## src/rtl/relu_maxpool.sv

```systemverilog
// relu_maxpool: ReLU followed by 2x2 max pooling over a raster-ordered MxM map
module relu_maxpool #(
    parameter int DW = 16,
    parameter int M  = 8
) (
    input  logic          clk,
    input  logic          rst,
    input  logic          ce,
    input  logic          clr,
    input  logic [DW-1:0] in_data,
    input  logic          in_valid,
    output logic [DW-1:0] out_data,
    output logic          out_valid,
    output logic          out_done
);
    localparam int CW = $clog2(M);
    localparam int IW = (M > 2) ? $clog2(M / 2) : 1;
    logic [CW-1:0] col, row;
    logic [DW-1:0] hold, r, pm, pool;
    logic [DW-1:0] lb [M/2];
    logic          acc, col_end, row_end;
    logic [IW-1:0] idx;
    // Accept qualification, ReLU and the two max stages
    always_comb begin
        acc     = ce && in_valid && !clr && !out_done;
        col_end = col == CW'(M - 1);
        row_end = row == CW'(M - 1);
        idx     = IW'(col >> 1);
        r       = in_data[DW-1] ? '0 : in_data;
        pm      = ($signed(hold) > $signed(r)) ? hold : r;
        pool    = ($signed(lb[idx]) > $signed(pm)) ? lb[idx] : pm;
    end
    // Raster counters, horizontal hold, output register and sticky done
    always_ff @(posedge clk or posedge rst) begin
        if (rst) begin
            col       <= '0;
            row       <= '0;
            hold      <= '0;
            out_data  <= '0;
            out_valid <= 1'b0;
            out_done  <= 1'b0;
        end else begin
            out_valid <= acc && col[0] && row[0];
            if (clr) begin
                col      <= '0;
                row      <= '0;
                hold     <= '0;
                out_done <= 1'b0;
            end else if (acc) begin
                col <= col_end ? '0 : col + 1'b1;
                if (col_end)
                    row <= row_end ? '0 : row + 1'b1;
                if (!col[0])
                    hold <= r;
                if (col[0] && row[0]) begin
                    out_data <= pool;
                    if (col_end && row_end)
                        out_done <= 1'b1;
                end
            end
        end
    end
    // Line buffer of horizontal maxima from even rows; always written before read
    always_ff @(posedge clk) begin
        if (acc && col[0] && !row[0])
            lb[idx] <= pm;
    end
endmodule

```

## config.mk

```make
export PLATFORM = sky130hd
export DESIGN_NAME = relu_maxpool
export DESIGN_NICKNAME = d
export VERILOG_FILES = /design/src/rtl/relu_maxpool.sv
export SDC_FILE = /design/constraint.sdc
export NUM_CORES = 1
export LEC_CHECK = 0
export CORE_MARGIN = 1
export CORE_UTILIZATION = 25
export CTS_CLUSTER_SIZE = 24
export DETAILED_ROUTE_END_ITERATION = 16
export GPL_ROUTABILITY_DRIVEN = 0
export GPL_TIMING_DRIVEN = 1
export HOLD_SLACK_MARGIN = 0.03
export SETUP_SLACK_MARGIN = 0.4
export SYNTH_ARGS = -nofsm -noshare
export SYNTH_HDL_FRONTEND = slang
export SYNTH_SLANG_ARGS = --single-unit
```

## constraint.sdc

```tcl
create_clock -name clk -period 3.79 [get_ports clk]
set_input_delay 0.379 -clock clk [delete_from_list [all_inputs] [get_ports clk]]
set_output_delay 0.379 -clock clk [all_outputs]
set_load 0.05 [all_outputs]
```

Word-level counts from Yosys, hierarchy flattened
Memory sizes are Yosys's and may differ from the RTL's.
Index checks and enable logic that the tools add are counted.
{"block": "classes", "magnitude_cmp": 2, "n_div": 0, "n_addsub": 2, "n_mux": 19, "multipliers": 0, "bitwise_logic": 1, "n_shift": 0, "n_eq_ne": 3, "reduce_logical": 19}
{"op": "two-way mux 16 bit", "n": 5}
{"op": "> comparator 16 bit", "n": 2}
{"op": "two-way mux 3 bit", "n": 7}
{"op": "two-way mux 15 bit", "n": 1}
{"op": "logical AND 1 bit", "n": 8}
{"op": "nonzero test 2 bit", "n": 4}
{"op": "adder 3 x 1 -> 3 bit, second input constant", "n": 2}
{"op": "== test 3 bit, second input constant", "n": 2}
{"op": "two-way mux 1 bit", "n": 6}
{"op": "AND reduction 3 bit", "n": 2}
{"op": "AND reduction 2 bit", "n": 2}
{"op": "zero test 1 bit", "n": 3}
{"op": "!= test 2 bit, second input constant", "n": 1}
{"op": "NOT 1 bit", "n": 1}
{"block": "totals", "n_memories": 1, "mem_bits_ro": 0, "latch_bits": 0, "register_bits": 40, "ram_bits": 64, "word_cells": 53, "inputBits": 21, "output_inout_bits": 18}
{"name": "lb", "depth": 4, "width": 16, "rd": 1, "rd_clocked_by_memory_dff": 0, "write_ports": 1, "line": "20", "text": "logic [DW-1:0] lb [M/2];"}

Longest topological paths before layout
{"block": "logic_depth", "ltp_word": 7, "ltp_mapped": 19}

Least setup slack after synthesis
OpenSTA, ideal clock, no wires.
{"block": "synth_timing", "kind": "input port to flip-flop", "from": "input port in_data[15]", "to": "register out_data[14]", "n_path_buf": 4, "cell_stages": 19, "path_slack_ns": -0.446, "setup_ns": 0.136, "t_arrival_ns": 4.100, "required_time_ns": 3.654, "cell_sequence": "clkbuf_1 -> nor2b_1 -> inv_1 -> ha_1 -> and3_1 -> nand2_1 -> a2111o_1 -> a31oi_4 -> buf_12 -> mux2i_1 -> ha_1 -> nand3_1 -> nor4_1 -> a21bo_2 -> and2_0 -> clkbuf_1 -> buf_2 -> nor4_1 -> a211oi_2"}
{"block": "synth_between", "elab_chain_len": 5}
{"item": "start: declaration", "line": "10", "text": "input logic [DW-1:0] in_data,"}
{"item": "two-way mux 15 bit (*)", "line": "29", "text": "r = in_data[DW-1] ? '0 : in_data;"}
{"item": "> comparator 16 bit", "line": "30", "text": "pm = ($signed(hold) > $signed(r)) ? hold : r;"}
{"item": "two-way mux 16 bit (*)", "line": "30"}
{"item": "> comparator 16 bit", "line": "31", "text": "pool = ($signed(lb[idx]) > $signed(pm)) ? lb[idx] : pm;"}
{"item": "two-way mux 16 bit (*)", "line": "31"}
{"item": "end signal: assignment", "line": "56", "text": "out_data <= pool;"}
{"item": "end: declaration", "line": "12", "text": "output logic [DW-1:0] out_data,"}
Mark *: on every way between the ends. The rest lies on a longest branch, timed or not.
A chain may end at the register's enable or synchronous reset.

Worst setup path after layout
{"block": "layout_timing", "from": "input port in_data[15]", "to": "register out_data[2]"}
The elaborated chain is that of the path after synthesis.

==> results.yml <==
status:
  status: "finished with violations"
  violations: "setup timing"
global_route:
  grt_pass1_wl_mm: 20.8
  antenna_found_initial: 0
  track_usage: 0.137
  overflow: 0
  grt_pass1_vias: 3790
  grt_max_degree: 31
critical_path:
  crit_slowest_cell: "a2111o_1"
  cp_num_buf_inv: 5
  arrival_ns: 4.08
  end_kind: "register"
  cp_cell_sequence: "buf_8 -> buf_12 -> nor2b_4 -> inv_2 -> ha_4 -> nor2b_4 -> o211ai_1 -> a2111o_1 -> a31oi_4 -> mux2i_1 -> ha_1 -> nand4_1 -> buf_4 -> nor2_1 -> a211oi_2 -> and2_4 -> buf_8 -> nor4_4 -> a211oi_2"
  startpoint_type: "input port"
  critical_path.top_delay_family: "compound AO/OA/AOI/OAI gates"
  slowest_delay_ns: 0.45
  timing.critical_path.fanout_max: 8
  path_class: "input port to register"
  required_ns: 4.05
synthesis:
  ys.flop_type: "edfxtp_1"
  yosys_warnings: 0
  synth.largest_area_cell: "edfxtp_1"
  synth_cells: 385
  synthesis.nets: 440
  netlist_area_sq_um: 4950
  yosys-top-cells-area: "edfxtp_1, dfrtp_1, ha_1, mux4_2, inv_1"
  synth_area_per_cell_sq_um: 12.9
  synth_top_area_frac: 0.364
  yosysSeqAreaShare: 0.556
  ys_ff_latch: 98
  synth_cell_types: 46
  synth_edf_count: 60
  ys_async_sr_fraction: 0.388
route:
  drc: 0
  firstDrtPassIters: 4
  drt_iter0_markers: 200
  route.vias.total: 3581
  avgViaCountPerCell: 4.53
  routed_wl_mm: 13.3
  wl_per_cell_microns: 16.9
  drtAntennaViolNets: 0
floorplanning:
  rows: 51
  die_x_microns: 143
  core_area_sq_um: 19500
  initial_utilization: 0.255
  ios: 39
  die_h_microns: 143
  design.die.area_sq_um: 20400
sta:
  period_minus_slack_ns: 3.81
  whs_ns: 0.426
  clock_skew_ns: 0.00929
  hold_viol: 0
  rsz0062_at_grt: "true"
  final.setup.tns_ns: -0.109
  relSlewSlack: 0.466
  worstMarginPinSlew_ns: 0.801
  fin_crit_sh: 1.01
  max_freq_mhz: 262
  final-setup-viol-count: 8
  layout_setup_ws_ns: -0.0235
  drv_slew: 0
clock_network:
  cts.htree.levels: 3
  cts_buffers: 9
  clk_pin_slew_ns: 0.08
  cts.sinks: 98
  clkLatencyLatePin_ns: 0.35
  postCtsHoldBufs: 0
  clockBufferDepth: 2
  root_buffer: "clkbuf_16"
  tritoncts: "built"
final_layout:
  n_antenna_cell: 0
  stdcell_area_sq_um: 7470
  nets: 576
  drive_above_1_share: 0.460
  final_cell_mix: "buf_4, edfxtp_1, dfrtp_1, nand2_1"
  syn2layout_area_growth_pct: 50.8
  final_common_cell: "buf_4"
pwr:
  p_leak_nw: 2.92
  power_density_nw_per_um2: 359
  ir_drop_uv: 170
placed_design:
  place_hpwl_mm: 9.11
  placed_cell_area_sq_um: 6470
  dp_slack_ns: -1.15
  portBuffers: 37
flow_run:
  drv_cap: 0
min_path:
  hp-class: "input port to register"
## cell usage after synthesis (4+ instances only)
cell and n:
a211oi_1 5, dfrtp_1 38, clkbuf_1 14, ha_1 34, a21oi_1 15, nor2b_1 16, mux4_2 15, edfxtp_1 60
a211oi_2 10, o31ai_1 15, nand3_1 6, nand2_1 28, mux2i_1 11, nor2_1 23, inv_1 34, o21ai_0 4
nor4_1 17
## where the power goes
| group | total, mW | switching [mW] | internal (mW) |
|---|---|---|---|
| Combinational | 0.553 | 0.273 | 0.280 |
| Clock | 0.953 | 0.431 | 0.522 |
| Sequential | 1.17 | 0.0138 | 1.16 |
## repair_timing
item | CTS | global route
resized for setup | 91 | 13
setup buffers | 25 | 4
endpoints found under the setup margin | 15 | 15
gates cloned | 1 | 1
pin swaps | 23 | 10
## layer usage
metal  global-route usage  up-vias  routed length [microns]
met2                0.232       60                     6660
li1                     -     1707                        -
met4               0.0577        0                      272
met5                    0        -                        0
met1                0.173     1796                     5990
met3               0.0221       18                      408
## cells by family (layout without fill, tap and decap cells)
| logic type | count (synthesis) | count (layout) | synth area share |
|---|---|---|---|
| other cells | 1 | 1 | 0.000757 |
| buf+inv | 54 | 195 | 0.0465 |
| simple gates | 105 | 105 | 0.107 |
| compound gates | 63 | 63 | 0.104 |
| flops | 98 | 98 | 0.556 |
| fa+ha+maj | 34 | 34 | 0.0859 |
| mux | 30 | 30 | 0.101 |
## metrics by stage
step	utilization	power, mW	std cells
floorplan	-	1.46	385
global placement	0.333	1.62	744
detailed placement	0.333	1.63	744
CTS	0.378	2.67	786
global route	0.384	2.78	791
finish	0.384	2.68	791
## layout make-up
class | count | area (sq um)
Multi-Input combinational cell | 233 | 2660
Clock buffer | 10 | 229
Tap cell | 265 | 332
Sequential cell | 98 | 2750
Inverter | 34 | 128
Timing Repair Buffer | 145 | 1300
Fill cell | 1796 | 12000
Clock inverter | 6 | 73.8
## worst register-to-register path: cells and delay by family, from the launching register on
kind	cells	cell delay, ns
muxes	1	0.40
adders and majority gates	2	0.60
AOI/OAI and AO/OA	5	1.32
buffers and inverters	2	0.32
DFF	1	0.42
and+or+nand+nor	5	0.63
## sequential cells by signal, indices dropped and copies added (netlist names)
name / cells
out_valid: 1
lb: 60
col: 3
out_done: 1
hold: 15
out_data: 15
row: 3
## path summary, 6_finish.rpt
| check | start | end | slack (ns) | cells past startpoint |
|---|---|---|---|---|
| setup / recovery | in_data[15] | out_data[2] | -0.02 | 19 |
| hold / removal | in_data[0] | hold[0] | 0.43 | 4 |
| setup reg to reg | hold[1] | out_data[2] | 0.01 | 15 |
| hold reg to reg | row[2] | row[2] | 0.54 | 2 |
| max in group asynchronous | rst | out_data[11] | 2.52 | 3 |
| min in group asynchronous | rst | hold[7] | 0.47 | 2 |
Power figures use the tool's default switching activity.
